==> src/rtl/seq_div_pkg.sv <==
// Shared types for the sequential restoring divider.
// State encodings are fixed so waveforms and debug taps read the same across revisions.
package seq_div_pkg;

    typedef enum logic [1:0] {
        IDLE = 2'd0,
        CALC = 2'd1,
        FIX  = 2'd2,
        DONE = 2'd3
    } state_e;

endpackage

==> src/rtl/seq_div.sv <==
// Multi-cycle restoring divider: unsigned or two's-complement a / b, one shift/subtract step per cycle.
// Results, busy and done are all flopped; nothing combinational reaches the outputs.
//
// state | meaning
// IDLE  | waiting for start
// CALC  | one quotient bit per cycle, bit counter DATAWIDTH-1 down to 0
// FIX   | sign correction, results registered on exit
// DONE  | one-cycle done pulse; a new start is accepted here too
module seq_div
    import seq_div_pkg::*;
#(
    parameter int DATAWIDTH = 8
) (
    input  logic                 Clk,
    input  logic                 Rst_n,
    input  logic                 start,
    input  logic                 is_signed,
    input  logic [DATAWIDTH-1:0] a,
    input  logic [DATAWIDTH-1:0] b,
    output logic                 busy,
    output logic                 done,
    output logic [DATAWIDTH-1:0] quot,
    output logic [DATAWIDTH-1:0] rem,
    output logic                 div_by_zero
);

    localparam int N  = DATAWIDTH;
    localparam int CW = $clog2(DATAWIDTH);

    state_e         state_q, state_d;
    logic [CW-1:0]  cnt_q, cnt_d;
    logic [N-1:0]   acc_q, acc_d;
    logic [N-1:0]   dvd_q, dvd_d;
    logic [N-1:0]   dvs_q, dvs_d;
    logic           neg_quot_q, neg_quot_d;
    logic           neg_rem_q, neg_rem_d;
    logic [N-1:0]   quot_q, quot_d;
    logic [N-1:0]   rem_q, rem_d;
    logic           dbz_q, dbz_d;
    logic           busy_q, busy_d;
    logic           done_q, done_d;

    logic           accept;
    logic           a_neg, b_neg;
    logic [N-1:0]   a_mag, b_mag;
    logic [N:0]     shifted;
    logic [N-1:0]   diff;
    logic           borrow;
    logic           trial_ok;

    // Negating the most negative value yields 2^(N-1), which is the correct unsigned magnitude.
    assign a_neg = is_signed & a[N-1];
    assign b_neg = is_signed & b[N-1];
    assign a_mag = a_neg ? (~a + 1'b1) : a;
    assign b_mag = b_neg ? (~b + 1'b1) : b;

    assign accept = start & ((state_q == IDLE) | (state_q == DONE));

    // A set top bit of the shifted partial remainder always exceeds the divisor.
    assign shifted           = {acc_q, dvd_q[N-1]};
    assign {borrow, diff}    = {1'b0, shifted[N-1:0]} - {1'b0, dvs_q};
    assign trial_ok          = shifted[N] | ~borrow;

    always_comb begin
        state_d    = state_q;
        cnt_d      = cnt_q;
        acc_d      = acc_q;
        dvd_d      = dvd_q;
        dvs_d      = dvs_q;
        neg_quot_d = neg_quot_q;
        neg_rem_d  = neg_rem_q;
        quot_d     = quot_q;
        rem_d      = rem_q;
        dbz_d      = dbz_q;

        case (state_q)
            IDLE, DONE: begin
                state_d = IDLE;
                if (accept) begin
                    if (b == '0) begin
                        quot_d  = '1;
                        rem_d   = a;
                        dbz_d   = 1'b1;
                        state_d = DONE;
                    end else begin
                        acc_d      = '0;
                        dvd_d      = a_mag;
                        dvs_d      = b_mag;
                        neg_quot_d = a_neg ^ b_neg;
                        neg_rem_d  = a_neg;
                        cnt_d      = CW'(N - 1);
                        state_d    = CALC;
                    end
                end
            end

            CALC: begin
                dvd_d = {dvd_q[N-2:0], trial_ok};
                acc_d = trial_ok ? diff : shifted[N-1:0];
                if (cnt_q == '0) begin
                    state_d = FIX;
                end else begin
                    cnt_d = cnt_q - 1'b1;
                end
            end

            FIX: begin
                quot_d  = neg_quot_q ? (~dvd_q + 1'b1) : dvd_q;
                rem_d   = neg_rem_q ? (~acc_q + 1'b1) : acc_q;
                dbz_d   = 1'b0;
                state_d = DONE;
            end

            default: state_d = IDLE;
        endcase

        busy_d = (state_d == CALC) | (state_d == FIX);
        done_d = (state_d == DONE);
    end

    always_ff @(posedge Clk or negedge Rst_n) begin
        if (!Rst_n) begin
            state_q    <= IDLE;
            cnt_q      <= '0;
            acc_q      <= '0;
            dvd_q      <= '0;
            dvs_q      <= '0;
            neg_quot_q <= 1'b0;
            neg_rem_q  <= 1'b0;
            quot_q     <= '0;
            rem_q      <= '0;
            dbz_q      <= 1'b0;
            busy_q     <= 1'b0;
            done_q     <= 1'b0;
        end else begin
            state_q    <= state_d;
            cnt_q      <= cnt_d;
            acc_q      <= acc_d;
            dvd_q      <= dvd_d;
            dvs_q      <= dvs_d;
            neg_quot_q <= neg_quot_d;
            neg_rem_q  <= neg_rem_d;
            quot_q     <= quot_d;
            rem_q      <= rem_d;
            dbz_q      <= dbz_d;
            busy_q     <= busy_d;
            done_q     <= done_d;
        end
    end

    assign busy        = busy_q;
    assign done        = done_q;
    assign quot        = quot_q;
    assign rem         = rem_q;
    assign div_by_zero = dbz_q;

endmodule

==> config.mk <==
export PLATFORM = sky130hd
export DESIGN_NAME = seq_div
export DESIGN_NICKNAME = d
export VERILOG_FILES = /design/src/rtl/seq_div_pkg.sv /design/src/rtl/seq_div.sv
export SDC_FILE = /design/constraint.sdc
export NUM_CORES = 1
export LEC_CHECK = 0
export ABC_AREA = 1
export BUFFER_PORTS_ARGS = -buffer_cell sky130_fd_sc_hd__buf_2
export CAP_MARGIN = 20
export CELL_PAD_IN_SITES_DETAIL_PLACEMENT = 1
export CELL_PAD_IN_SITES_GLOBAL_PLACEMENT = 1
export CORE_MARGIN = 10
export CORE_UTILIZATION = 38
export DETAILED_ROUTE_END_ITERATION = 10
export PLACE_DENSITY_LB_ADDON = 0.3
export SLEW_MARGIN = 20
export SYNTH_ARGS = -nofsm -noshare
export SYNTH_HDL_FRONTEND = slang
export SYNTH_SLANG_ARGS = --single-unit
==> constraint.sdc <==
create_clock -name Clk -period 2 [get_ports Clk]
set_input_delay 0 -clock Clk [delete_from_list [all_inputs] [get_ports Clk]]
set_output_delay 0 -clock Clk [all_outputs]
set_load 0.02 [all_outputs]
* Word-level counts from Yosys, hierarchy flattened *
Index checks and enable logic that the tools add are counted.

word-level totals
  register bits = 50
  input bits = 20
  output and inout port bits = 19
  word-level logic and storage cells = 79

operators by class
  add/sub/neg operators = 6
  equality and inequality tests = 10
  multiplexer cells = 28
  bitwise logic cells = 13
  reductions and logical operators = 10

operator list
  operator                                          number
  2-to-1 mux 8 bit                                  13
  case mux 8 bit (2 select lines)                   4
  adder 8 x 1 -> 8 bit, second input constant       4
  NOT 8 bit                                         4
  2-to-1 mux 3 bit                                  3
  AND reduction 3 bit                               3
  subtractor 8 x 8 -> 9 bit                         1
  == test 2 bit, second input constant              4
  zero test 8 bit                                   1
  inequality test 2 bit, second input constant      4
  2-to-1 mux 2 bit                                  3
  case mux 2 bit (3 select lines)                   1
  case mux 3 bit (2 select lines)                   1
  == test 2 x 1 -> 1 bit, second input constant     2
  AND reduction 4 bit                               1
  nonzero test 2 bit                                2
  AND 1 bit                                         3
  zero test 3 bit                                   1
  bitwise OR 1 bit                                  3
  subtractor 3 x 1 -> 3 bit, second input constant  1
  zero test 2 bit                                   1
  2-to-1 mux 1 bit                                  2
  NOT 1 bit                                         2
  case mux 1 bit (2 select lines)                   1
  2 further kinds                                   2

* Longest topological paths before layout *
  word-level depth = 7
  gate-level depth with buffers = 13
  gate-level depth less buffers = 12

* Worst setup path after synthesis *
No wires, ideal clock.

  path type = flip-flop to flip-flop
  start = register dvd_q[7]
  end = register acc_q[7]
  library setup time = 117 ps
  arrival = 1707 ps
  data required time = 1883 ps
  setup slack = 175 ps
  stages on the path, launching flop included = 13
  period minus slack after synthesis = 1825 ps
  cell sequence = dfrtp_1 inv_1 ha_1 fa_1 inv_1 nand2_1 nand2_1 nand3_2 nand3_2 buf_6 nand3_1 nand3_1 nand2_1

between the ends
  cells in the longest elaborated chain, start to end = 5

RTL lines
  what                               RTL line        source
  start: declaration                 seq_div.sv:33   logic [N-1:0] dvd_q, dvd_d;
  start signal: assignment           seq_div.sv:139  dvd_q <= dvd_d;
  subtractor 8 x 8 -> 9 bit *        seq_div.sv:61   assign {borrow, diff} = {1'b0, shifted[N-1:0]} - {1'b0, dvs_q};
  NOT 1 bit                          seq_div.sv:62   assign trial_ok = shifted[N] | ~borrow;
  bitwise OR 1 bit                   seq_div.sv:62
  2-to-1 mux 8 bit *                 seq_div.sv:99   acc_d = trial_ok ? diff : shifted[N-1:0];
  case mux 8 bit (2 select lines) *  seq_div.sv:76   case (state_q)
  end signal: assignment             seq_div.sv:125  acc_q <= '0;
  end signal: assignment             seq_div.sv:138  acc_q <= acc_d;
  end: declaration                   seq_div.sv:32   logic [N-1:0] acc_q, acc_d;

Every way passes the cells marked *; elsewhere a longest branch is shown, timed or not.
A chain may end at the register's enable or synchronous reset.

* Worst setup path after layout *
  start = register dvd_q[7]
  end = register acc_q[2]

The elaborated chain is that of the path after synthesis.

==> reports/metrics.csv <==
stage,metric,value,unit
cells_and_area,layout-drive-gt1-share,0.155,
logic_synthesis,yosysTopAreaCell,dfrtp_1,
worst_setup_path,path_delay_family,simple AND/OR/NAND/NOR gates,
sta,fmax,523,MHz
global_route,overflow,0,
place,pre_cts_ws,0.00997,ns
floorplan,io_pins,39,
logic_synthesis,syn_avg_cell_area,7.07,µm²
logic_synthesis,async_flop_share,1.00,
power,vdd_ir_drop_max,607,µV
sta,hold_viol,1,
place,dp.cells,630,
sta,worst_slew_pin_slew,0.673,ns
power,total_power,7.09,mW
global_route,gr-usage-all-layers,0.150,
clock_tree,cts_tree,built,
clock_tree,cts_root_buf,clkbuf_8,
place,dpl_cell_area,3750,µm²
logic_synthesis,synth.ff_latch_count,50,
worst_setup_path,endpoint_kind,flop,
clock_tree,clock_latency,0.31,ns
clock_tree,cts_made_buffers,5,
sta,setup_ws,0.0870,ns
clock_tree,clk_pin_slew,0.10,ns
route,wl_per_cell,15.1,µm
worst_setup_path,max_stage_delay,0.40,ns
place,port_buffers,38,
global_route,grt_first_pass_wirelength,16500,µm
cells_and_area,num_antenna_cells,0,
logic_synthesis,synth_commonest_cells,"nand2_1, inv_1, dfrtp_1",
run_status,outcome,"finished, violations left",
floorplan,dieWidth,115,µm
floorplan,die-height,115,µm
logic_synthesis,synth_cell_type_count,34,
route,vias,3264,
worst_setup_path,crit_arrival,2.17,ns
cells_and_area,final_util,0.451,
route,drc_errors,0,
route,drtIter0Drc,108,
logic_synthesis,synth-edff-count,0,
worst_setup_path,worst-path-buf-inv,2,
route,routed_wl,9720,µm
worst_setup_path,crit_top_cell,nand2_1,
sta,fin_crit,1.91,ns
route,ant_nets,0,
sta,post-route-period-util,0.957,
sta,slew_viol_final,0,
logic_synthesis,synthTopCellsByArea,"dfrtp_1, nand2_1, inv_1",
logic_synthesis,ys_warn_count,0,
logic_synthesis,syn-cell-area,3400,µm²
route,first_pass_iters,4,
floorplan,core-area,8720,µm²
min_path,holdCritPathClass,in -> reg,
floorplan,die-area,13100,µm²
clock_tree,clockBufferDepth,2,
logic_synthesis,syn-num-nets,519,
worst_setup_path,crit_chain,inv_1 > ha_2 > fa_2 > inv_1 > nand2_1 > nand2_1 > nand3_4 > nand3_4 > nand2_1 > o21ai_1 > nand2_1 > nand2_1,
worst_setup_path,required,2.25,ns
power,powerDensity,1800,nW/µm²
worst_setup_path,crit_fanout,6,
global_route,grt_max_degree,51,
floorplan,rows,34,
sta,fin_skew,0.00983,ns
global_route,antenna_found_initial,0,
cells_and_area,fillers,1136,
clock_tree,htree_levels,2,
sta,setup_viol,0,
clock_tree,cts_sinks,50,
worst_setup_path,crit_type,reg -> reg,
cells_and_area,layout-area-overhead-vs-synth,15.6,%
job,maxCapViolations,0,
worst_setup_path,start_kind,flop,
run_status,violations,negative hold slack,
global_route,grt_pass1_vias,3466,
floorplan,start_util,0.390,
power,power.leakage,2.11,nW
cells_and_area,finalNetCount,572,
cells_and_area,fin_cells,643,
logic_synthesis,synth_top_area_frac,0.368,
place,gp_congestion,0.818,
logic_synthesis,synth.most_common_cell,nand2_1,
worst_setup_path,cpMaxStageDelayCell,dfrtp_1,
place,hpwl,7610,µm
logic_synthesis,syn-instance-count,481,
route,viasPerCell,5.08,
cells_and_area,finalInstanceArea,3930,µm²
logic_synthesis,yosysSeqAreaShare,0.368,
sta,holdWs,-0.00183,ns
logic_synthesis,synth_flop_cell,dfrtp_1,
sta,relSlewSlack,0.551,
-- metrics by stage --
stage,setup TNS (ns),hold WS [ns]
after floorplan,0,-0.296
after global placement,0,0.163
after detailed placement,0,0.169
after CTS,0,0.00580
after global routing,-0.110,0.0226
final,0,-0.00183
-- logic make-up after synthesis --
group / after synthesis / share of synthesized area
and+or+nand+nor: 265 / 0.338
xor gates and xnor gates: 12 / 0.0309
DFF: 50 / 0.368
buffers and inverters: 74 / 0.0931
AOI/OAI and AO/OA: 62 / 0.102
adders and majority gates: 18 / 0.0685
-- registers in the layout (all words and copies together) (netlist names), 2 cells and up --
register and cells:
quot 8, acc_q 8, dvd_q 8, dvs_q 8
state_q 2, cnt_q 3, rem 8
-- per-layer routing --
layer	vias to the layer above	global-route usage	part of all wire
li1	1634	-	-
met5	-	0	0
met2	50	0.258	0.49
met3	7	0.0267	0.039
met1	1573	0.189	0.46
met4	0	0.0376	0.012
-- tightest hold or removal path, delay by kind of cell --
family / cells / cell delay (ns)
AO/OA/AOI/OAI: 1 / 0.13
AND/OR/NAND/NOR: 1 / 0.06
buffers and inverters: 1 / 0.07
-- what timing repair did --
item,in CTS,in global routing
cloned,0,1
hold buffers,3,0
hold endpoints to repair,52,0
setup endpoints to repair,2,9
pin swaps,0,0
buffers inserted,0,1
gates resized for setup,1,4
-- final timing paths --
check	slack, ns	endpoint	from	depth (start not counted)
worst max-delay path	0.09	acc_q[2]	dvd_q[7]	12
worst max register to register	0.09	acc_q[2]	dvd_q[7]	12
min in group asynchronous	0.33	rem[4]	Rst_n	3
max in group asynchronous	1.21	quot[3]	Rst_n	3
worst min-delay path	-0.002	state_q[0]	start	3
worst min register to register	0.48	quot[6]	quot[6]	2
-- layout make-up --
type                    instances  area (µm²)  share of cell area
clock buffers                   6        72.6              0.0185
well taps                     108         135              0.0344
flip-flops and latches         50        1250               0.318
repair buffers                 56         337              0.0856
inverters                      63         236              0.0602
multi-input cells             358        1860               0.474
clock inverters                 2        37.5             0.00955
-- placed cells by master (no fill, tap or decap), types with 2 or more instances in the layout --
master / n
nand3b_1: 2
xor2_1: 9
nand3_4: 2
dlygate4sd3_1: 3
buf_4: 14
o21ai_1: 6
nand4_1: 11
nand3_1: 37
a21oi_1: 12
nand2_2: 3
buf_2: 38
xnor2_1: 3
nor2_1: 36
dfrtp_1: 50
nor2_2: 3
inv_1: 58
o211ai_1: 5
inv_2: 4
nand2_1: 165
o21ai_0: 34
nand3_2: 4
ha_1: 16
clkbuf_8: 5
-- report_power, final --
part / internal, mW / switching [mW] / leakage (nW)
Clock: 0.374 / 0.360 / 0.0514
Combinational: 1.56 / 2.97 / 1.45
Sequential: 1.49 / 0.332 / 0.614
Note: power is estimated with default switching activity, not from simulation.
